$ cat src/rtl/snowbro2_eeprom_if.sv
// Serial (Microwire) and host-port signal bundle for the 93C46-style NVRAM.
// The master side is the CPU latch plus NVRAM loader; the slave side is the EEPROM.
interface snowbro2_eeprom_if #(
  parameter int ADDR_W = 6
);
  logic              EEPROM_SCS;
  logic              EEPROM_SCLK;
  logic              EEPROM_SDI;
  logic              EEPROM_SDO;
  logic [ADDR_W-1:0] HOST_ADDR;
  logic [15:0]       HOST_DIN;
  logic              HOST_WE;
  logic [15:0]       HOST_DOUT;
  logic              BUSY;

  modport master (
    output EEPROM_SCS, EEPROM_SCLK, EEPROM_SDI, HOST_ADDR, HOST_DIN, HOST_WE,
    input  EEPROM_SDO, HOST_DOUT, BUSY
  );

  modport slave (
    input  EEPROM_SCS, EEPROM_SCLK, EEPROM_SDI, HOST_ADDR, HOST_DIN, HOST_WE,
    output EEPROM_SDO, HOST_DOUT, BUSY
  );
endinterface

$ cat src/rtl/snowbro2_eeprom.sv
// 93C46-compatible 64x16 serial EEPROM responder with a host load/save port.
// Serial pins are oversampled by CLK; all serial actions happen on a synchronised SCLK rise.
module snowbro2_eeprom #(
  parameter int ADDR_W       = 6,
  parameter int WRITE_CYCLES = 4800
) (
  input  logic              CLK,
  input  logic              RESET_N,
  snowbro2_eeprom_if.slave  bus
);
  localparam int WORDS = 1 << ADDR_W;
  localparam int PC_W  = $clog2(WRITE_CYCLES);

  typedef enum logic [2:0] {
    S_IDLE    = 3'd0,
    S_CMD     = 3'd1,
    S_RD      = 3'd2,
    S_WD      = 3'd3,
    S_WAIT_CS = 3'd4,
    S_PROG    = 3'd5
  } state_t;

  typedef enum logic [2:0] {
    K_NONE  = 3'd0,
    K_WRITE = 3'd1,
    K_ERASE = 3'd2,
    K_ERAL  = 3'd3,
    K_WRAL  = 3'd4
  } kind_t;

  logic [1:0]        scs_sync_q, sclk_sync_q, sdi_sync_q;
  logic              sclk_prev_q, scs_prev_q;
  logic              scs_s, sdi_s, sclk_rise_s, cs_fall_s;

  state_t            state_q;
  kind_t             kind_q;
  logic              wen_q, full_q, sdo_q, busy_q, bulk_q;
  logic [4:0]        cnt_q;
  logic [ADDR_W:0]   sh_q;
  logic [ADDR_W-1:0] addr_q, bulk_addr_q;
  logic [15:0]       data_q, bulk_data_q, hout_q;
  logic [PC_W-1:0]   prog_cnt_q;

  // Stored inverted so an all-zero power-up state reads back as the erased 0xFFFF image.
  logic [15:0]       mem_n_q [WORDS];

  logic [ADDR_W+1:0] sh_next_s;
  logic [1:0]        op_s, sub_s;
  logic [ADDR_W-1:0] cmd_addr_s;
  logic [15:0]       mem_word_s;
  logic              commit_s;
  logic              mem_we_s;
  logic [ADDR_W-1:0] mem_waddr_s;
  logic [15:0]       mem_wdata_s;

  // Two-flop synchronisers and edge-detect history for the serial pins.
  always_ff @(posedge CLK or negedge RESET_N) begin
    if (!RESET_N) begin
      scs_sync_q  <= 2'b00;
      sclk_sync_q <= 2'b00;
      sdi_sync_q  <= 2'b00;
      sclk_prev_q <= 1'b0;
      scs_prev_q  <= 1'b0;
    end else begin
      scs_sync_q  <= {scs_sync_q[0], bus.EEPROM_SCS};
      sclk_sync_q <= {sclk_sync_q[0], bus.EEPROM_SCLK};
      sdi_sync_q  <= {sdi_sync_q[0], bus.EEPROM_SDI};
      sclk_prev_q <= sclk_sync_q[1];
      scs_prev_q  <= scs_sync_q[1];
    end
  end

  assign scs_s       = scs_sync_q[1];
  assign sdi_s       = sdi_sync_q[1];
  assign sclk_rise_s = sclk_sync_q[1] & ~sclk_prev_q;
  assign cs_fall_s   = scs_prev_q & ~scs_s;

  assign sh_next_s  = {sh_q, sdi_s};
  assign op_s       = sh_next_s[ADDR_W+1:ADDR_W];
  assign cmd_addr_s = sh_next_s[ADDR_W-1:0];
  assign sub_s      = cmd_addr_s[ADDR_W-1:ADDR_W-2];
  assign mem_word_s = ~mem_n_q[addr_q];
  assign commit_s   = (state_q == S_WAIT_CS) && cs_fall_s && wen_q && full_q && (kind_q != K_NONE);

  // Single array write port: serial commit, then bulk fill, then host (host only when idle).
  always_comb begin
    mem_we_s    = 1'b0;
    mem_waddr_s = {ADDR_W{1'b0}};
    mem_wdata_s = 16'h0000;
    if (commit_s && (kind_q == K_WRITE || kind_q == K_ERASE)) begin
      mem_we_s    = 1'b1;
      mem_waddr_s = addr_q;
      mem_wdata_s = (kind_q == K_WRITE) ? data_q : 16'hFFFF;
    end else if (bulk_q) begin
      mem_we_s    = 1'b1;
      mem_waddr_s = bulk_addr_q;
      mem_wdata_s = bulk_data_q;
    end else if (bus.HOST_WE && !busy_q && !commit_s) begin
      mem_we_s    = 1'b1;
      mem_waddr_s = bus.HOST_ADDR;
      mem_wdata_s = bus.HOST_DIN;
    end else begin
      mem_we_s    = 1'b0;
    end
  end

  // Array storage (deliberately not reset).
  always_ff @(posedge CLK) begin
    if (mem_we_s) begin
      mem_n_q[mem_waddr_s] <= ~mem_wdata_s;
    end
  end

  // Registered host read port.
  always_ff @(posedge CLK or negedge RESET_N) begin
    if (!RESET_N) begin
      hout_q <= 16'h0000;
    end else begin
      hout_q <= ~mem_n_q[bus.HOST_ADDR];
    end
  end

  // Microwire command FSM with registered SDO and BUSY.
  always_ff @(posedge CLK or negedge RESET_N) begin
    if (!RESET_N) begin
      state_q     <= S_IDLE;
      kind_q      <= K_NONE;
      wen_q       <= 1'b0;
      full_q      <= 1'b0;
      sdo_q       <= 1'b1;
      busy_q      <= 1'b0;
      bulk_q      <= 1'b0;
      cnt_q       <= 5'd0;
      sh_q        <= {(ADDR_W+1){1'b0}};
      addr_q      <= {ADDR_W{1'b0}};
      bulk_addr_q <= {ADDR_W{1'b0}};
      data_q      <= 16'h0000;
      bulk_data_q <= 16'h0000;
      prog_cnt_q  <= {PC_W{1'b0}};
    end else begin
      case (state_q)
        S_IDLE: begin
          sdo_q <= 1'b1;
          if (scs_s && sclk_rise_s && sdi_s) begin
            state_q <= S_CMD;
            cnt_q   <= 5'd0;
          end
        end
        S_CMD: begin
          if (!scs_s) begin
            state_q <= S_IDLE;
            sdo_q   <= 1'b1;
          end else if (sclk_rise_s) begin
            sh_q  <= sh_next_s[ADDR_W:0];
            cnt_q <= cnt_q + 5'd1;
            if (cnt_q == 5'(ADDR_W + 1)) begin
              addr_q <= cmd_addr_s;
              data_q <= 16'h0000;
              cnt_q  <= 5'd0;
              case (op_s)
                2'b10: begin
                  state_q <= S_RD;
                  sdo_q   <= 1'b0;
                  cnt_q   <= 5'd15;
                end
                2'b01: begin
                  state_q <= S_WD;
                  kind_q  <= K_WRITE;
                  full_q  <= 1'b0;
                end
                2'b11: begin
                  state_q <= S_WAIT_CS;
                  kind_q  <= K_ERASE;
                  full_q  <= 1'b1;
                end
                default: begin
                  case (sub_s)
                    2'b11: begin
                      wen_q   <= 1'b1;
                      kind_q  <= K_NONE;
                      state_q <= S_WAIT_CS;
                    end
                    2'b00: begin
                      wen_q   <= 1'b0;
                      kind_q  <= K_NONE;
                      state_q <= S_WAIT_CS;
                    end
                    2'b10: begin
                      kind_q  <= K_ERAL;
                      full_q  <= 1'b1;
                      state_q <= S_WAIT_CS;
                    end
                    default: begin
                      kind_q  <= K_WRAL;
                      full_q  <= 1'b0;
                      state_q <= S_WD;
                    end
                  endcase
                end
              endcase
            end
          end
        end
        S_RD: begin
          if (!scs_s) begin
            state_q <= S_IDLE;
            sdo_q   <= 1'b1;
          end else if (sclk_rise_s) begin
            sdo_q <= mem_word_s[cnt_q[3:0]];
            if (cnt_q == 5'd0) begin
              cnt_q  <= 5'd15;
              addr_q <= addr_q + ADDR_W'(1);
            end else begin
              cnt_q  <= cnt_q - 5'd1;
            end
          end
        end
        S_WD: begin
          if (!scs_s) begin
            state_q <= S_IDLE;
            sdo_q   <= 1'b1;
          end else if (sclk_rise_s) begin
            data_q <= {data_q[14:0], sdi_s};
            cnt_q  <= cnt_q + 5'd1;
            if (cnt_q == 5'd15) begin
              full_q  <= 1'b1;
              state_q <= S_WAIT_CS;
            end
          end
        end
        S_WAIT_CS: begin
          sdo_q <= 1'b1;
          if (commit_s) begin
            state_q    <= S_PROG;
            busy_q     <= 1'b1;
            prog_cnt_q <= PC_W'(WRITE_CYCLES - 1);
            if (kind_q == K_ERAL || kind_q == K_WRAL) begin
              bulk_q      <= 1'b1;
              bulk_addr_q <= {ADDR_W{1'b0}};
              bulk_data_q <= (kind_q == K_ERAL) ? 16'hFFFF : data_q;
            end
          end else if (cs_fall_s) begin
            state_q <= S_IDLE;
          end
        end
        S_PROG: begin
          // Ready/busy status: low while programming and selected.
          sdo_q <= ~scs_s;
          if (bulk_q) begin
            bulk_addr_q <= bulk_addr_q + ADDR_W'(1);
            if (bulk_addr_q == {ADDR_W{1'b1}}) begin
              bulk_q <= 1'b0;
            end
          end
          if (prog_cnt_q == {PC_W{1'b0}}) begin
            busy_q  <= 1'b0;
            state_q <= S_IDLE;
            sdo_q   <= 1'b1;
          end else begin
            prog_cnt_q <= prog_cnt_q - PC_W'(1);
          end
        end
        default: begin
          state_q <= S_IDLE;
          sdo_q   <= 1'b1;
        end
      endcase
    end
  end

  assign bus.EEPROM_SDO = sdo_q;
  assign bus.BUSY       = busy_q;
  assign bus.HOST_DOUT  = hout_q;
endmodule

$ cat src/flat_wrapper.sv
// flat-port wrapper written by rule: the top's interface ports become plain ports
module snowbro2_eeprom_flat 
#(
  parameter int ADDR_W       = 6,
  parameter int WRITE_CYCLES = 4800
)
  (CLK, RESET_N, bus_EEPROM_SCS, bus_EEPROM_SCLK, bus_EEPROM_SDI, bus_HOST_ADDR, bus_HOST_DIN, bus_HOST_WE, bus_EEPROM_SDO, bus_HOST_DOUT, bus_BUSY);
  snowbro2_eeprom_if #(.ADDR_W(ADDR_W)) bus_i ();
  input  logic CLK;
  input  logic RESET_N;
  input wire logic [$bits(bus_i.EEPROM_SCS)-1:0] bus_EEPROM_SCS;
  input wire logic [$bits(bus_i.EEPROM_SCLK)-1:0] bus_EEPROM_SCLK;
  input wire logic [$bits(bus_i.EEPROM_SDI)-1:0] bus_EEPROM_SDI;
  input wire logic [$bits(bus_i.HOST_ADDR)-1:0] bus_HOST_ADDR;
  input wire logic [$bits(bus_i.HOST_DIN)-1:0] bus_HOST_DIN;
  input wire logic [$bits(bus_i.HOST_WE)-1:0] bus_HOST_WE;
  output wire logic [$bits(bus_i.EEPROM_SDO)-1:0] bus_EEPROM_SDO;
  output wire logic [$bits(bus_i.HOST_DOUT)-1:0] bus_HOST_DOUT;
  output wire logic [$bits(bus_i.BUSY)-1:0] bus_BUSY;
  assign bus_i.EEPROM_SCS = bus_EEPROM_SCS;
  assign bus_i.EEPROM_SCLK = bus_EEPROM_SCLK;
  assign bus_i.EEPROM_SDI = bus_EEPROM_SDI;
  assign bus_i.HOST_ADDR = bus_HOST_ADDR;
  assign bus_i.HOST_DIN = bus_HOST_DIN;
  assign bus_i.HOST_WE = bus_HOST_WE;
  assign bus_EEPROM_SDO = bus_i.EEPROM_SDO;
  assign bus_HOST_DOUT = bus_i.HOST_DOUT;
  assign bus_BUSY = bus_i.BUSY;
  snowbro2_eeprom #(.ADDR_W(ADDR_W), .WRITE_CYCLES(WRITE_CYCLES)) u_core (.CLK(CLK), .RESET_N(RESET_N), .bus(bus_i));
endmodule
$ cat config.mk
export PLATFORM = sky130hd
export DESIGN_NAME = snowbro2_eeprom_flat
export DESIGN_NICKNAME = d
export VERILOG_FILES = /design/src/rtl/snowbro2_eeprom_if.sv /design/src/rtl/snowbro2_eeprom.sv /design/src/flat_wrapper.sv
export SDC_FILE = /design/constraint.sdc
export NUM_CORES = 1
export LEC_CHECK = 0
export CAP_MARGIN = 20
export CORE_ASPECT_RATIO = 0.6
export CORE_UTILIZATION = 50
export CTS_BUF_LIST = sky130_fd_sc_hd__clkbuf_4 sky130_fd_sc_hd__clkbuf_8
export DETAILED_ROUTE_END_ITERATION = 6
export PLACE_DENSITY = 0.64
export SYNTH_ARGS = -nofsm -noshare
export SYNTH_HDL_FRONTEND = slang
export SYNTH_SLANG_ARGS = --single-unit
export TNS_END_PERCENT = 100
$ cat constraint.sdc
create_clock -name CLK -period 6.63 [get_ports CLK]
set_clock_uncertainty 0.05 [all_clocks]
set_input_delay 1.6575 -clock CLK [delete_from_list [all_inputs] [get_ports CLK]]
set_output_delay 1.6575 -clock CLK [all_outputs]
set_load 0.01 [all_outputs]
# Yosys cells after proc, flatten, opt, wreduce, memory -nomap -nowiden
# Memories as Yosys holds them, arrays and structs flattened.
# Cells that the tools add are included.
# classes
addsub	5
n_lt_le_gt_ge	1
n_eq_ne	43
n_mux	89
bitwise_logic	9
reduce_logical	40
# ops
operator	n
16-bit two-way mux	10
6-bit two-way mux	12
16-bit inverter	3
5-bit two-way mux	9
3-bit two-way mux	12
16-bit one-hot mux with 2 select lines	1
1-bit two-way mux	26
13-bit two-way mux	2
2-bit by 1-bit != test with 1-bit output (second input constant)	13
13-bit one-hot mux with 2 select lines	1
6-bit one-hot mux with 2 select lines	2
5-bit one-hot mux with 4 select lines	1
3-bit != test (second input constant)	6
3-bit one-hot mux with 3 select lines	2
3-bit one-hot mux with 6 select lines	1
8-bit AND reduction	2
3-bit AND reduction	5
13-bit zero test	1
13-bit by 1-bit subtractor with 13-bit output (second input constant)	1
6-bit by 1-bit adder with 6-bit output (second input constant)	2
3-bit by 2-bit == test with 1-bit output (second input constant)	4
6-bit AND reduction	2
2-bit != test (second input constant)	5
1-bit one-hot mux with 2 select lines	5
34 further kinds	59
# totals
regBits	104
ramBits	1024
in_bits	28
output_inout_bits	18
elab_cells	208
n_memories	1
# memory_table
memory	words	word_bits	rd	rd_ports_with_merged_regs	write_ports	line_no	source
u_core.mem_n_q	64	16	2	0	1	snowbro2_eeprom.sv:45	logic [15:0] mem_n_q [WORDS];

# Longest topological paths before layout
# Gate-level depths: netlist (run 1).
# logic_depth
depth_word	13
mapped_depth	13
depth_no_buf	10

# Worst setup path before layout (run 1)
# Ideal clock, no wire load.
# synth_path
path_type	register to register
startpoint	register u_core.state_q[1]
endpoint	memory u_core.mem_n_q[0][10] (data pin)
setup_ns	0.702
t_arrival_ns	4.077
required_ns	5.878
slack_ns	1.801
stages_incl_launch_ff	8
path_buffers	3
period_less_slack_ns	4.829
cell_sequence	dfrtp_1 -> buf_2 -> or3b_1 -> buf_2 -> nor2_1 -> nand4b_1 -> clkbuf_1 -> o21ai_0
# synth_between
elab_chain_len	11
elab_cells_between_ends	12
cone_classes	eq/ne: 1; mux: 3; bitwise: 1; reduce/logical: 7
# synth_rtl
element	line_no	source
from (decl)	snowbro2_eeprom.sv:35	state_t state_q;
from (signal assigned)	snowbro2_eeprom.sv:126	state_q <= S_IDLE;
from (signal assigned)	snowbro2_eeprom.sv:145	state_q <= S_CMD;
from (signal assigned)	snowbro2_eeprom.sv:151	state_q <= S_IDLE;
3-bit == test *	snowbro2_eeprom.sv:83	assign commit_s = (state_q == S_WAIT_CS) && cs_fall_s && wen_q && full_q && (kind_q != K_NONE);
1-bit logical AND * (4 in series)	snowbro2_eeprom.sv:83	
1-bit zero test	snowbro2_eeprom.sv:98	end else if (bus.HOST_WE && !busy_q && !commit_s) begin
1-bit logical AND	snowbro2_eeprom.sv:98	
16-bit two-way mux	snowbro2_eeprom.sv:98	
16-bit two-way mux	snowbro2_eeprom.sv:94	end else if (bulk_q) begin
16-bit two-way mux *	snowbro2_eeprom.sv:90	if (commit_s && (kind_q == K_WRITE || kind_q == K_ERASE)) begin
16-bit inverter *	snowbro2_eeprom.sv:110	mem_n_q[mem_waddr_s] <= ~mem_wdata_s;
to (decl)	snowbro2_eeprom.sv:45	
# Every way passes the cells marked *; elsewhere a longest branch is shown, timed or not.

# Final worst setup path (run 1)
# layout_path
startpoint	register u_core.state_q[1]
endpoint	memory u_core.mem_n_q[1][8], enable pin
# layout_between
elab_chain_len	12
elab_cells_between_ends	16
cone_classes	eq/ne: 1; mux: 8; reduce/logical: 7
# layout_rtl
element	line_no	source
3-bit == test *	snowbro2_eeprom.sv:83	
1-bit logical AND * (4 in series)	snowbro2_eeprom.sv:83	
1-bit zero test	snowbro2_eeprom.sv:98	
1-bit logical AND	snowbro2_eeprom.sv:98	
1-bit two-way mux	snowbro2_eeprom.sv:98	
1-bit two-way mux	snowbro2_eeprom.sv:94	
1-bit two-way mux	snowbro2_eeprom.sv:90	
1-bit two-way mux	snowbro2_eeprom.sv:109	if (mem_we_s) begin
1-bit two-way mux (implied by the code)	snowbro2_eeprom.sv:110	
# Marked as above.

==> results of run 1 <==
registers in the layout, summed over array words and instances, names as in the netlist, 2 cells and up:
name / flops
u_core.scs_sync_q: 2
u_core.sh_q: 7
u_core.sdi_sync_q: 2
u_core.mem_n_q: 1024
u_core.bulk_addr_q: 6
u_core.bulk_data_q: 16
u_core.prog_cnt_q: 13
u_core.data_q: 16
u_core.kind_q: 3
u_core.sclk_sync_q: 2
u_core.bus.HOST_DOUT: 16
u_core.state_q: 3
u_core.cnt_q: 5
u_core.addr_q: 6
layout by cell type (no fill, tap or decap), types with 37 or more instances in the layout:
| cell | netlist | layout |
|---|---|---|
| buf_4 | 10 | 116 |
| clkbuf_4 | 0 | 69 |
| a21oi_1 | 50 | 50 |
| dfrtp_1 | 103 | 99 |
| mux2i_1 | 110 | 110 |
| nand3_1 | 42 | 42 |
| nor3_1 | 45 | 44 |
| nand2_1 | 140 | 140 |
| nor2_2 | 0 | 65 |
| mux4_2 | 548 | 548 |
| nor2_1 | 128 | 63 |
| clkinv_1 | 1 | 37 |
| edfxtp_1 | 1024 | 1024 |
| o21ai_0 | 97 | 80 |
| clkdlybuf4s50_1 | 0 | 40 |
| clkbuf_8 | 0 | 174 |
layout make-up:
type / count / area share, %
Tap cell: 1395 / 2.980
Antenna cell: 8 / 0.03417
Inverter: 37 / 0.2371
Timing Repair Buffer: 175 / 2.753
Multi-Input combinational cell: 1477 / 31.59
Clock inverter: 59 / 0.4806
Sequential cell: 1128 / 56.95
Clock buffer: 243 / 4.972
worst max-delay path, stage by stage, from the launching register on:
cell	delay (ns)
dfrtp_1	0.78
or3b_1	0.70
nor4_4	0.96
buf_4	0.37
mux2i_1	0.59
nand3_1	0.53
nor2_2	1.01
through the flow:
stage               total power [W]  worst slack (ns)  util (%)  cell area (um^2)  hold WS (ns)
finish                      0.01568             1.207     56.60             58580        0.2989
global route                0.01608             1.073     56.58             58560        0.3065
CTS                         0.01565             1.404     56.53             58500        0.2995
detailed placement          0.01019             1.381     53.44             55310        0.2855
global placement            0.01015             1.178     53.40             55270        0.2854
floorplan                  0.009319             1.801         -             52550        0.2812
kinds of logic after synthesis:
kind of cell / count (synthesis) / share of synthesized area (%)
AOI/OAI and AO/OA: 332 / 4.215
adders and majority gates: 13 / 0.3095
muxes: 666 / 25.76
and+or+nand+nor: 452 / 4.010
DFF: 1128 / 63.47
xor gates and xnor gates: 14 / 0.2333
buffers and inverters: 250 / 2.002
worst max path at each step:
| stage | from | slack, ns | to | depth (start not counted) |
|---|---|---|---|---|
| after floorplan | u_core.state_q[1] | 1.80 | u_core.mem_n_q[0][10] | 7 |
| after global placement | bus_HOST_WE | 1.18 | u_core.mem_n_q[21][12] | 7 |
| after detailed placement | bus_HOST_WE | 1.38 | u_core.mem_n_q[1][11] | 7 |
| after CTS | u_core.state_q[1] | 1.40 | u_core.mem_n_q[1][4] | 6 |
| after global routing | u_core.state_q[1] | 1.07 | u_core.mem_n_q[1][4] | 6 |
| final | u_core.state_q[1] | 1.21 | u_core.mem_n_q[1][8] | 6 |
routing by layer:
layer | part of all wire (%) | wire [um] | global-route usage [%]
met2 | 42 | 69710 | 43.08
met4 | 3.1 | 5196 | 10.91
met5 | 0.022 | 37 | 0
met1 | 39 | 65540 | 47.07
met3 | 16 | 27300 | 13.27
power breakdown:
group          internal (W)  switching (W)
Combinational      0.000753        0.00135
Sequential          0.00788       0.000144
Clock               0.00281        0.00274
Total                0.0114        0.00423
==> flow_metrics.env, run 1 <==
export IMPL_maxSlewHeadroom_pct=15.12
export IMPL_synth_distinct_cells=65
export IMPL_synth_warnings=0
export IMPL_rows=91
export IMPL_grt_pass1_vias=31420
export IMPL_rsz0062_at_grt="no"
export IMPL_root_buffer="clkbuf_8"
export IMPL_cts_hold_buf=0
export IMPL_cts_sinks=1128
export IMPL_finalNonFillerCells=4522
export IMPL_worstHoldPathType="register to register"
export IMPL_finalHoldViolCount=0
export IMPL_register_area_um2=33360
export IMPL_die_w_um=420.5
export IMPL_worstSkewPairLatency_ns=0.89
export IMPL_crit_type="register to register"
export IMPL_ir_drop_v=0.0001961
export IMPL_placedCellCount=4208
export IMPL_r2r_end="u_core.mem_n_q[1][8]"
export IMPL_ys_flop_type="edfxtp_1"
export IMPL_hold_path_cell_count=0
export IMPL_worstReg2RegStart="u_core.state_q[1]"
export IMPL_die_area_um2=106400
export IMPL_worstSetupEndpointType="register"
export IMPL_dr_pass1_iters=7
export IMPL_multi_input_comb_area_um2=18510
export IMPL_required_ns=7.05
export IMPL_power_density_nw_per_um2=267.7
export IMPL_finalNetCount=3025
export IMPL_routed_via_density=7.070
export IMPL_final_min_clock_period_ns=5.423
export IMPL_drc=0
export IMPL_routedWlPerCell_um=37.11
export IMPL_synth_top_area_cell="edfxtp_1"
export IMPL_io_buffers=45
export IMPL_syn_area_per_cell_um2=18.41
export IMPL_worst_setup_path_start_kind="register"
export IMPL_min_to="u_core.scs_sync_q[1]"
export IMPL_tightest_slew_ns=1.266
export IMPL_setup_viol=0
export IMPL_synth_common_cells="1024 x edfxtp_1, 548 x mux4_2, 140 x nand2_1, 128 x nor2_1, 111 x clkbuf_1"
export IMPL_power_leakage_nw=19.54
export IMPL_die_height_um=253.1
export IMPL_clk_path_buf_depth=3
export IMPL_synth_edf_count=1024
export IMPL_finalCritPeriodShare_pct=81.80
export IMPL_cp_arrival_ns=5.85
export IMPL_ys_seq_area_share_pct=63.47
export IMPL_yosysTopAreaCellShare_pct=58.52
export IMPL_fmax_ghz=0.1844
export IMPL_reg2reg_depth=6
export IMPL_synthCells=2855
export IMPL_gp_congestion=0.9980
export IMPL_antenna_found_initial=16
export IMPL_netlist_area_um2=52550
export IMPL_drive_above_1_share_pct=33.79
export IMPL_htreeDepth=4
export IMPL_synth_most_common_cell="edfxtp_1"
export IMPL_place_detailed_hpwl_um=104300
export IMPL_async_flop_share_pct=9.220
export IMPL_coreArea_um2=103500
export IMPL_grt_max_degree=119
export IMPL_drv_slew=0
export IMPL_cts_resized=0
export IMPL_ys_ff_latch=1128
export IMPL_setup_tns_final_ns=0
export IMPL_drt_total_wl_um=167800
export IMPL_clk_pin_slew_ns=0.07
export IMPL_synth_area_leaders="edfxtp_1 59%, mux4_2 23%, dfrtp_1 4.9%"
export IMPL_postCtsSetupBuffers=0
export IMPL_grt_first_pass_wirelength_um=235400
export IMPL_max_cap_viol_count=0
export IMPL_cts_buffers=165
export IMPL_synth_nets=2896
export IMPL_fillCellCount=7761
export IMPL_hold_start="u_core.scs_sync_q[0]"
export IMPL_dr_total_vias=31970
export IMPL_cts_tree="done"
export IMPL_r2r_slack_ns=1.21
export IMPL_status="completed"
export IMPL_drt_iter0_drc=5044
export IMPL_gr_usage_all_layers_pct=32.08
export IMPL_drtAntennaViolNets=0
export IMPL_grt_remaining_overflow=0
export IMPL_area_delta_synth_final_pct=11.48
export IMPL_ios=46
export IMPL_initial_core_util_pct=50.77
export IMPL_crit_fanout=28
(Power assumes the default switching activity.)
==> run 2, diff against run 1 <==
--- a/config.mk
+++ b/config.mk
@@ -10,7 +10,7 @@
 export CORE_UTILIZATION = 50
 export CTS_BUF_LIST = sky130_fd_sc_hd__clkbuf_4 sky130_fd_sc_hd__clkbuf_8
 export DETAILED_ROUTE_END_ITERATION = 6
-export PLACE_DENSITY = 0.64
+export PLACE_DENSITY = 0.66
 export SYNTH_ARGS = -nofsm -noshare
 export SYNTH_HDL_FRONTEND = slang
 export SYNTH_SLANG_ARGS = --single-unit
==> constraint.sdc (replaced) <==
create_clock -name CLK -period 4.7 [get_ports CLK]
set_clock_uncertainty 0.05 [all_clocks]
set_input_delay 1.175 -clock CLK [delete_from_list [all_inputs] [get_ports CLK]]
set_output_delay 1.175 -clock CLK [all_outputs]
set_load 0.01 [all_outputs]
==> flow_metrics.env, run 2 (synthesis results as in run 1) <==
export IMPL_grt_pass1_vias=31920
export IMPL_antenna_found_initial=11
export IMPL_area_delta_synth_final_pct=13.99
export IMPL_fmax_ghz=0.2326
export IMPL_maxSlewHeadroom_pct=20.63
export IMPL_postCtsSetupBuffers=0
export IMPL_dr_total_vias=32990
export IMPL_die_w_um=420.5
export IMPL_ir_drop_v=0.0002908
export IMPL_final_cell_mix="1024 x edfxtp_1, 548 x mux4_2, 201 x buf_4, 182 x clkbuf_8, 139 x nand2_1"
export IMPL_routedWlPerCell_um=38.43
export IMPL_clk_path_buf_depth=3
export IMPL_final_min_clock_period_ns=4.299
export IMPL_drv_slew=0
export IMPL_finalNetCount=3138
export IMPL_initial_core_util_pct=50.77
export IMPL_cts_hold_buf=0
export IMPL_drc=1
export IMPL_io_buffers=45
export IMPL_finalHoldViolCount=0
export IMPL_slowest_delay_ns=0.81
export IMPL_worst_path_most_repeated_cell="nor4_1"
export IMPL_place_ws_ns=0.4068
export IMPL_violations="design-rule violations"
export IMPL_gr_usage_all_layers_pct=34.10
export IMPL_grt_remaining_overflow=0
export IMPL_die_height_um=253.1
export IMPL_crit_type="register to register"
export IMPL_largest_register="u_core.mem_n_q"
export IMPL_fin_area_um2=59900
export IMPL_max_cap_viol_count=0
export IMPL_root_buffer="clkbuf_8"
export IMPL_setup_viol=0
export IMPL_cts_buffers=167
export IMPL_grt_max_degree=65
export IMPL_drt_total_wl_um=178100
export IMPL_power_density_nw_per_um2=378.9
export IMPL_coreArea_um2=103500
export IMPL_crit_fanout=23
export IMPL_setup_ws_ns=0.4013
export IMPL_rows=91
export IMPL_ios=46
export IMPL_worstHoldPathType="primary input to async pin"
export IMPL_largest_register_ff_count=1024
export IMPL_cts_sinks=1128
export IMPL_die_area_um2=106400
export IMPL_mostFrequentLayoutCell="edfxtp_1"
export IMPL_drive_above_1_share_pct=35.98
export IMPL_power_leakage_nw=20.30
export IMPL_dr_pass1_iters=7
export IMPL_finalCritPeriodShare_pct=91.46
export IMPL_grt_first_pass_wirelength_um=247800
export IMPL_slowest_stage="dfrtp_2"
export IMPL_cts_tree="done"
export IMPL_drt_iter0_drc=5764
export IMPL_dpl_instance_area_um2=56470
export IMPL_tightest_slew_ns=1.191
export IMPL_drtAntennaViolNets=0
export IMPL_worstSkewPairLatency_ns=0.91
export IMPL_cp_arrival_ns=5.04
export IMPL_place_detailed_hpwl_um=122900
export IMPL_required_ns=5.44
export IMPL_crit_path_cell_trace="nand2b_2 -> o221ai_1 -> nor3_1 -> nor4_1 -> o21ai_0 -> nor4_1 -> a221o_1 -> a41oi_1"
export IMPL_routed_via_density=7.120
export IMPL_rsz0062_at_grt="no"
export IMPL_gp_congestion=1.012
export IMPL_clk_pin_slew_ns=0.07
export IMPL_htreeDepth=4
export IMPL_cts_resized=0
export IMPL_cp_top_family="simple AND/OR/NAND/NOR gates"
export IMPL_crit_buf_inv=0
export IMPL_worst_setup_path_start_kind="register"
export IMPL_status="complete, but fails checks"
export IMPL_worstSetupEndpointType="register"
[run 2: per-stage QoR]
stage / hold slack, ns / std cells / power, W / util, % / TNS (ns)
detailed placement: 0.2872 / 4319 / 0.01458 / 54.56 / 0
finish: 0.2680 / 4633 / 0.02270 / 57.88 / 0
floorplan: 0.2812 / 2855 / 0.01315 / - / -82.63
CTS: 0.2193 / 4623 / 0.02261 / 57.78 / 0
global placement: 0.2827 / 4318 / 0.01455 / 54.54 / 0
global route: 0.3094 / 4630 / 0.02319 / 57.87 / 0
[run 2: layout make-up]
cell class | count | area [um^2]
antenna | 6 | 15.01
clock buffer | 228 | 2850
clock inverter | 76 | 478.0
fill | 7645 | 43600
inverter | 37 | 138.9
multi-input combinational | 1477 | 18510
sequential | 1128 | 33360
tap | 1395 | 1745
timing repair buffer | 286 | 2799
[run 2: where the power goes]
| group | switching (W) | total (W) | internal (W) |
|---|---|---|---|
| Sequential | 0.000181 | 0.0113 | 0.0111 |
| Combinational | 0.00205 | 0.00321 | 0.00116 |
| Clock | 0.00398 | 0.00819 | 0.00421 |
| Total | 0.00622 | 0.0227 | 0.0165 |
[run 2: path summary, 6_finish.rpt]
check / start / endpoint / slack (ns) / cells past startpoint
worst min register to register: u_core.scs_sync_q[0] / u_core.scs_sync_q[1] / 0.30 / 0
max in group asynchronous: RESET_N / u_core.bulk_data_q[7] / 3.38 / 2
worst max-delay path: u_core.addr_q[2] / u_core.bus.EEPROM_SDO / 0.40 / 8
worst max register to register: u_core.addr_q[2] / u_core.bus.EEPROM_SDO / 0.40 / 8
min in group CLK: u_core.scs_sync_q[0] / u_core.scs_sync_q[1] / 0.30 / 0
worst min-delay path: RESET_N / u_core.cnt_q[2] / 0.27 / 1
[run 2: worst reg2reg max path, delay by kind of cell (launching register included)]
family,cells,cell delay (ns)
and+or+nand+nor,4,1.92
AOI/OAI and AO/OA,4,1.41
DFF,1,0.81
[run 2: routing by layer]
metal	wire (um)	up-vias	track usage, %	part of all wire (%)
met5	200	-	0	0.11
met4	5394	12	10.74	3.0
met3	30420	343	15.66	17
met2	72630	2746	44.98	41
met1	69410	17310	50.05	39
li1	-	12580	-	-
